<file path="src/rtl/if_fetch.sv">
// Instruction-fetch stage with IF/ID pipeline register.
// Keeps one request in flight to a variable-latency instruction memory.
// A redirect never aborts that request: its data is discarded instead. A result
// that arrives while decode is stalled is parked in a one-entry skid buffer.
module if_fetch #(
  parameter logic [31:0] RESET_PC = 32'h0000_0000,
  parameter logic [31:0] NOP_INST = 32'h0000_0013
) (
  input  logic        clk,
  input  logic        rst,
  input  logic        stall,
  input  logic        branch_valid,
  input  logic [31:0] branch_addr,
  output logic        imem_req,
  output logic [31:0] imem_addr,
  input  logic        imem_ack,
  input  logic [31:0] imem_rdata,
  output logic [31:0] id_addr,
  output logic [31:0] id_inst,
  output logic        id_valid
);

  typedef enum logic [1:0] {
    S_FETCH = 2'd0,  // request outstanding, result will be used
    S_DROP  = 2'd1,  // request outstanding, result will be discarded
    S_HOLD  = 2'd2   // result parked in skid buffer, no request
  } state_t;

  state_t      r_state, w_state;
  logic [31:0] r_pc, w_pc;
  logic [31:0] r_req_addr, w_req_addr;
  logic [31:0] r_buf, w_buf;
  logic [31:0] r_buf_addr, w_buf_addr;
  logic [31:0] r_id_addr, w_id_addr;
  logic [31:0] r_id_inst, w_id_inst;
  logic        r_id_valid, w_id_valid;

  assign imem_req  = ((r_state == S_FETCH) || (r_state == S_DROP)) && !rst;
  assign imem_addr = r_req_addr;
  assign id_addr   = r_id_addr;
  assign id_inst   = r_id_inst;
  assign id_valid  = r_id_valid;

  // Next-state and next-IF/ID: stall beats redirect, redirect beats ack.
  always_comb begin
    w_state    = r_state;
    w_pc       = r_pc;
    w_req_addr = r_req_addr;
    w_buf      = r_buf;
    w_buf_addr = r_buf_addr;
    w_id_addr  = r_id_addr;
    w_id_inst  = r_id_inst;
    w_id_valid = r_id_valid;
    case (r_state)
      S_FETCH: begin
        if (stall) begin
          if (imem_ack) begin
            w_buf      = imem_rdata;
            w_buf_addr = r_req_addr;
            w_state    = S_HOLD;
          end
        end else if (branch_valid) begin
          w_id_addr  = '0;
          w_id_inst  = NOP_INST;
          w_id_valid = 1'b0;
          w_pc       = branch_addr;
          if (imem_ack) w_req_addr = branch_addr;
          else          w_state    = S_DROP;
        end else if (imem_ack) begin
          w_id_addr  = r_req_addr;
          w_id_inst  = imem_rdata;
          w_id_valid = 1'b1;
          w_pc       = r_req_addr + 32'd4;
          w_req_addr = r_req_addr + 32'd4;
        end else begin
          w_id_addr  = '0;
          w_id_inst  = NOP_INST;
          w_id_valid = 1'b0;
        end
      end
      S_DROP: begin
        if (!stall) begin
          w_id_addr  = '0;
          w_id_inst  = NOP_INST;
          w_id_valid = 1'b0;
          if (branch_valid) w_pc = branch_addr;
        end
        // w_pc already carries a same-cycle redirect, so it is the next address.
        if (imem_ack) begin
          w_req_addr = w_pc;
          w_state    = S_FETCH;
        end
      end
      S_HOLD: begin
        if (!stall) begin
          if (branch_valid) begin
            w_id_addr  = '0;
            w_id_inst  = NOP_INST;
            w_id_valid = 1'b0;
            w_pc       = branch_addr;
            w_req_addr = branch_addr;
          end else begin
            w_id_addr  = r_buf_addr;
            w_id_inst  = r_buf;
            w_id_valid = 1'b1;
            w_pc       = r_buf_addr + 32'd4;
            w_req_addr = r_buf_addr + 32'd4;
          end
          w_state = S_FETCH;
        end
      end
      default: w_state = S_FETCH;
    endcase
  end

  // State and pipeline registers; reset abandons any outstanding request.
  always_ff @(posedge clk) begin
    if (rst) begin
      r_state    <= S_FETCH;
      r_pc       <= RESET_PC;
      r_req_addr <= RESET_PC;
      r_buf      <= '0;
      r_buf_addr <= '0;
      r_id_addr  <= '0;
      r_id_inst  <= NOP_INST;
      r_id_valid <= 1'b0;
    end else begin
      r_state    <= w_state;
      r_pc       <= w_pc;
      r_req_addr <= w_req_addr;
      r_buf      <= w_buf;
      r_buf_addr <= w_buf_addr;
      r_id_addr  <= w_id_addr;
      r_id_inst  <= w_id_inst;
      r_id_valid <= w_id_valid;
    end
  end

endmodule

</file>
<file path="config.mk">
export PLATFORM = sky130hd
export DESIGN_NAME = if_fetch
export DESIGN_NICKNAME = d
export VERILOG_FILES = /design/src/rtl/if_fetch.sv
export SDC_FILE = /design/constraint.sdc
export NUM_CORES = 1
export LEC_CHECK = 0
export CORE_UTILIZATION = 54
export DETAILED_ROUTE_END_ITERATION = 7
export PLACE_DENSITY_LB_ADDON = 0.3
export SKIP_CTS_REPAIR_TIMING = 1
export SLEW_MARGIN = 10
export SYNTH_ARGS = -nofsm -noshare
export SYNTH_HDL_FRONTEND = slang
export SYNTH_SLANG_ARGS = --single-unit
export TNS_END_PERCENT = 5
</file>
<file path="constraint.sdc">
create_clock -name clk -period 3.1 [get_ports clk]
set_input_delay 0.62 -clock clk [delete_from_list [all_inputs] [get_ports clk]]
set_output_delay 0.62 -clock clk [all_outputs]
set_load 0.05 [all_outputs]
</file>
==> flow_summary.json, run 1 <==
{
  "clock_latency_ns": 0.45,
  "cts_buffers": 17,
  "mostFrequentLayoutCells": "nand2_1 (209), dfxtp_1 (195), clkdlybuf4s50_1 (164)",
  "timing.final.crit_share_pct": 86.0,
  "yosysWarnings": 0,
  "cpPeakStageDelay_ns": 0.65,
  "avgSynthCellArea_um2": 7.72,
  "grt_max_degree": 154,
  "worst_ep_arrival_time_ns": 3.01,
  "drt_iter0_drc": 1134,
  "vias": 10200,
  "drc": 0,
  "combPwrFrac_pct": 25.4,
  "antenna_found_initial": 0,
  "finalMaxSlewViolations": 0,
  "synthArstFlopShare_pct": 0,
  "synth-seq-cells": 195,
  "period_needed_ns": 2.67,
  "final_hold_viol_count": 0,
  "criticalPathCategory": "reg -> reg",
  "nets": 1455,
  "p_leak_nw": 4.15,
  "dieArea_um2": 18800,
  "coreArea_um2": 17500,
  "critical_path_required_ns": 3.44,
  "syn_area_um2": 9830,
  "yosysSeqAreaShare_pct": 39.7,
  "synthCells": 1274,
  "initial_core_util_pct": 56.1,
  "grt_usage_pct": 32.8,
  "tightest_slew_ns": 0.764,
  "pin_count": 167,
  "dpl.hpwl_um": 20300,
  "hold_class": "reg -> reg",
  "dr.pass1.iters": 6,
  "skew_ns": 0.0135,
  "num-fill-cells": 1446,
  "endpoint_kind": "register",
  "fmax_mhz": 375,
  "startpoint_type": "register",
  "wl_um": 30100,
  "grt-ovfl-total": 0,
  "final_common_cell": "nand2_1",
  "place_area_um2": 11700,
  "status": "finished, final reports clean",
  "yosysTopAreaCellShare_pct": 39.7,
  "area_delta_synth_final_pct": 25.3,
  "finalSetupViolCount": 0,
  "routabilityCongestion": 0.974,
  "cts.reportedPaths.clkPinSlew_ns": 0.07,
  "slowest_stage": "ha_1",
  "drive_gt1_share_pct": 7.47,
  "syn-num-nets": 1349,
  "final_area_um2": 12300,
  "grt_pass1_vias": 9419,
  "cp_max_fo": 47,
  "seq_power_share_pct": 42.3,
  "cts_tree": "done",
  "r2r_slack_ns": 0.43,
  "synth.area.top_cells": "dfxtp_1 (40%), nand2_1 (8.0%), a211oi_1 (6.9%), a21oi_1 (5.6%), nor2_1 (5.1%)",
  "rsz0062_at_grt": "no",
  "die_w_um": 137,
  "cap_violations": 0,
  "cp_cell_sequence": "inv_1 > ha_1 > and3b_2 > buf_12 > buf_4 > a22oi_1 > a211oi_1",
  "p_per_area_nw_per_um2": 556,
  "synth-edff-count": 0,
  "routed_via_density": 6.28,
  "setup_tns_ns": 0,
  "cts_root_buf": "clkbuf_16",
  "ir_drop_mv": 0.449,
  "cts_sinks": 195,
  "synth_ff_type": "dfxtp_1",
  "chipHeight_um": 137,
  "multi_input_area_um2": 5410,
  "drtAntennaViolNets": 0,
  "power_switching_mw": 2.31,
  "regArea_um2": 3900,
  "switching_share_pct": 33.7,
  "place.port_buffers": 166,
  "grt_pass1_wl_um": 48400,
  "cp_num_buf_inv": 3,
  "relSlewSlack_pct": 49.1,
  "clockBufferDepth": 2,
  "h-tree-depth": 4,
  "num_rows": 48,
  "p_int_mw": 4.54,
  "avgRoutedWirePerCell_um": 18.6,
  "synth_cell_types": 64,
  "clkPwrFrac_pct": 32.3,
  "yosysTopAreaCell": "dfxtp_1",
  "n_antenna_cell": 0,
  "critical_path.top_delay_family": "buffers and inverters"
}
==> logic make-up after synthesis <==
kind of cell | count (synthesis) | synth area share [%]
simple gates | 474 | 21.8
compound gates | 416 | 28.1
flops | 195 | 39.7
buf+inv | 139 | 5.51
xor+xnor | 31 | 2.76
mux | 13 | 1.34
fa+ha+maj | 6 | 0.764
==> stage by stage <==
step	cells	util [%]	hold WS, ns	worst slack, ns	power, mW
2_1_floorplan	1274	-	0.433	0.360	4.04
6_report	1618	70.3	0.456	0.433	6.85
3_3_place_gp	1586	67.0	0.440	0.429	4.63
3_5_place_dp	1586	67.0	0.445	0.363	4.66
4_1_cts	1618	70.3	0.456	0.471	6.86
5_1_grt	1618	70.3	0.479	0.216	7.13
==> cells in the mapped netlist, drive strengths merged, types with 5 or more instances <==
cell	number
or4	14
and4	12
mux2i	12
nor3	19
and3	5
ha	6
buf	30
o21a	7
nor2b	9
dfxtp	195
a31oi	10
nand4	18
nand3	27
o22ai	13
a22o	5
nand2	209
xnor2	20
a22oi	66
o21ai	52
inv	12
a211oi	91
a311oi	9
a21oi	110
xor2	11
o31ai	11
or3	5
clkbuf	96
o221ai	7
nor4	9
nand2b	5
nor2	134
a221oi	6
==> registers in the layout, indices dropped and copies added (netlist names) <==
signal,count
id_addr,32
id_valid,1
r_pc,32
imem_addr,32
r_buf,32
r_state,2
id_inst,32
r_buf_addr,32
==> power groups by stage <==
stage / Clock [mW] / Sequential, mW / Combinational (mW)
4_1_cts: 2.24 / 2.89 / 1.73
3_3_place_gp: 0 / 2.94 / 1.70
6_report: 2.21 / 2.90 / 1.74
5_1_grt: 2.35 / 2.92 / 1.86
2_1_floorplan: 0 / 3.30 / 0.735
3_5_place_dp: 0 / 2.94 / 1.72
==> area by class of cell <==
type                            instances  share of cell area (%)
Multi-Input combinational cell        940                    43.9
Sequential cell                       195                    31.7
Timing Repair Buffer                  213                    17.0
Clock buffer                           18                    3.48
Tap cell                              225                    2.28
Clock inverter                         14                    1.23
Inverter                               13                   0.396
==> path summary, 6_finish.rpt <==
path / start / cells after the start / end
setup / recovery: r_state[0]$_SDFFE_PP0P_ / 7 / id_inst[2]$_SDFFE_PP0P_
hold / removal: r_buf[0]$_SDFFE_PP0P_ / 2 / r_buf[0]$_SDFFE_PP0P_
setup reg to reg: r_state[0]$_SDFFE_PP0P_ / 7 / id_inst[2]$_SDFFE_PP0P_
hold reg to reg: r_buf[0]$_SDFFE_PP0P_ / 2 / r_buf[0]$_SDFFE_PP0P_
==> worst register-to-register path: stages, from the launching register on <==
cell	delay, ns
dfxtp_1	0.40
inv_1	0.09
ha_1	0.65
and3b_2	0.32
buf_12	0.24
buf_4	0.42
a22oi_1	0.15
a211oi_1	0.29
==> layer usage <==
layer  up-vias  global-route usage (%)  share of wire (%)
li1       4826                       -                  -
met1      4733                    42.8                 41
met2       531                    52.2                 47
met3        64                    6.89                9.4
met4         0                    14.0                2.9
met5         -                       0                  0
Note: power is estimated with default switching activity, not from simulation.
==> run 2: changes to the inputs <==
==> constraint.sdc (replaced) <==
create_clock -name clk -period 2.8 [get_ports clk]
set_input_delay 0.56 -clock clk [delete_from_list [all_inputs] [get_ports clk]]
set_output_delay 0.56 -clock clk [all_outputs]
set_load 0.05 [all_outputs]
==> flow_summary.json, run 2 (synthesis gave the netlist of run 1 again) <==
{
  "cp_max_fo": 6,
  "dpl.hpwl_um": 22000,
  "r2r-start": "imem_addr[3]$_SDFFE_PP0P_",
  "critical_path_required_ns": 3.13,
  "p_per_area_nw_per_um2": 610,
  "startpoint_type": "register",
  "worst_ep_arrival_time_ns": 2.95,
  "min_from": "r_buf[5]$_SDFFE_PP0P_",
  "num_rows": 48,
  "clock_latency_ns": 0.45,
  "slowest_stage": "or4_4",
  "num-fill-cells": 1409,
  "relSlewSlack_pct": 60.3,
  "cts_buffers": 17,
  "dr.pass1.iters": 6,
  "cts.reportedPaths.clkPinSlew_ns": 0.07,
  "clockBufferDepth": 2,
  "drive_gt1_share_pct": 9.47,
  "cp_num_buf_inv": 0,
  "mostFrequentLayoutCells": "nand2_1 (209), dfxtp_1 (195), clkdlybuf4s50_1 (164)",
  "drt_iter0_drc": 1273,
  "cp_cell_sequence": "ha_1 > nand4_2 > or4_4 > or4_1 > a21oi_1 > a311oi_1 > a211oi_1",
  "h-tree-depth": 4,
  "final_area_um2": 12600,
  "antenna_found_initial": 0,
  "final_hold_viol_count": 0,
  "critical_path.top_delay_family": "simple AND/OR/NAND/NOR gates",
  "ir_drop_mv": 0.473,
  "wl_um": 31800,
  "hold_class": "reg -> reg",
  "fmax_mhz": 381,
  "hold_end": "r_buf[5]$_SDFFE_PP0P_",
  "cts_tree": "done",
  "period_needed_ns": 2.62,
  "grt_usage_pct": 34.4,
  "skew_ns": 0.0121,
  "tightest_slew_ns": 0.591,
  "timing.final.crit_share_pct": 93.6,
  "drtAntennaViolNets": 0,
  "whs_path_depth": 2,
  "grt-ovfl-total": 0,
  "dieArea_um2": 18800,
  "pin_count": 167,
  "place_area_um2": 12000,
  "timing.hold.ws_ns": 0.456,
  "cts_root_buf": "clkbuf_16",
  "r2r_slack_ns": 0.18,
  "r2r_cells": 7,
  "routabilityCongestion": 0.958,
  "final_common_cell": "nand2_1",
  "cap_violations": 0,
  "vias": 10400,
  "n_antenna_cell": 0,
  "avgRoutedWirePerCell_um": 19.3,
  "status": "finished, final reports clean",
  "initial_core_util_pct": 56.1,
  "grt_max_degree": 73,
  "coreArea_um2": 17500,
  "power_mw": 7.66,
  "cts_sinks": 195,
  "finalMaxSlewViolations": 0,
  "grt_pass1_wl_um": 50300,
  "setup_tns_ns": 0,
  "r2r_end": "imem_addr[22]$_SDFFE_PP0P_",
  "cpPeakStageDelay_ns": 0.54,
  "nets": 1488,
  "dpl.cell_count": 1619,
  "drc": 0,
  "routed_via_density": 6.29,
  "endpoint_kind": "register",
  "die_w_um": 137,
  "area_delta_synth_final_pct": 27.8,
  "finalSetupViolCount": 0,
  "place.port_buffers": 166,
  "criticalPathCategory": "reg -> reg",
  "grt_pass1_vias": 9614,
  "rsz0062_at_grt": "no",
  "final_cells": 1650,
  "p_leak_nw": 4.32,
  "chipHeight_um": 137
}
[run 2: cell type report]
| class | count | area, um2 | share of cell area (%) |
|---|---|---|---|
| Clock buffer | 21 | 460 | 3.67 |
| Clock inverter | 10 | 123 | 0.976 |
| Inverter | 13 | 48.8 | 0.388 |
| Multi-Input combinational cell | 940 | 5410 | 43.1 |
| Sequential cell | 195 | 3900 | 31.1 |
| Tap cell | 225 | 282 | 2.24 |
| Timing Repair Buffer | 246 | 2330 | 18.6 |
[run 2: per-layer routing]
layer	track usage [%]	share of wire (%)
met2	55.2	46
met3	6.44	8.5
met1	44.8	41
met4	14.9	3.7
met5	0	0
[run 2: worst register-to-register path, delay by kind of cell (launching register included)]
kind	cells	cell delay (ns)
AO/OA/AOI/OAI	3	0.61
AND/OR/NAND/NOR	3	1.34
adder cells (fa/ha/maj)	1	0.24
flip-flops	1	0.33
[run 2: worst max-delay path by stage]
stage / depth (start not counted) / startpoint / slack (ns) / end
2_1_floorplan: 8 / imem_addr[2]$_SDFFE_PP0P_ / 0.06 / r_pc[30]$_SDFFE_PP0P_
3_3_place_gp: 8 / branch_valid / 0.28 / r_pc[20]$_SDFFE_PP0P_
3_5_place_dp: 8 / branch_valid / 0.21 / imem_addr[20]$_SDFFE_PP0P_
4_1_cts: 7 / imem_addr[3]$_SDFFE_PP0P_ / 0.23 / imem_addr[22]$_SDFFE_PP0P_
5_1_grt: 7 / r_buf_addr[3]$_SDFFE_PP0P_ / 0.03 / imem_addr[28]$_SDFFE_PP0P_
6_report: 7 / imem_addr[3]$_SDFFE_PP0P_ / 0.18 / imem_addr[22]$_SDFFE_PP0P_
[run 2: stage by stage]
step	setup slack, ns	util (%)
2_1_floorplan	0.0604	-
3_3_place_gp	0.278	68.3
3_5_place_dp	0.209	68.3
4_1_cts	0.228	71.6
5_1_grt	0.0254	71.6
6_report	0.178	71.6
[run 2: power breakdown]
part           internal, mW  switching (mW)  total [mW]
Combinational         0.721            1.27        1.99
Sequential             3.00           0.186        3.19
Clock                  1.37            1.11        2.48
Total                  5.10            2.57        7.66
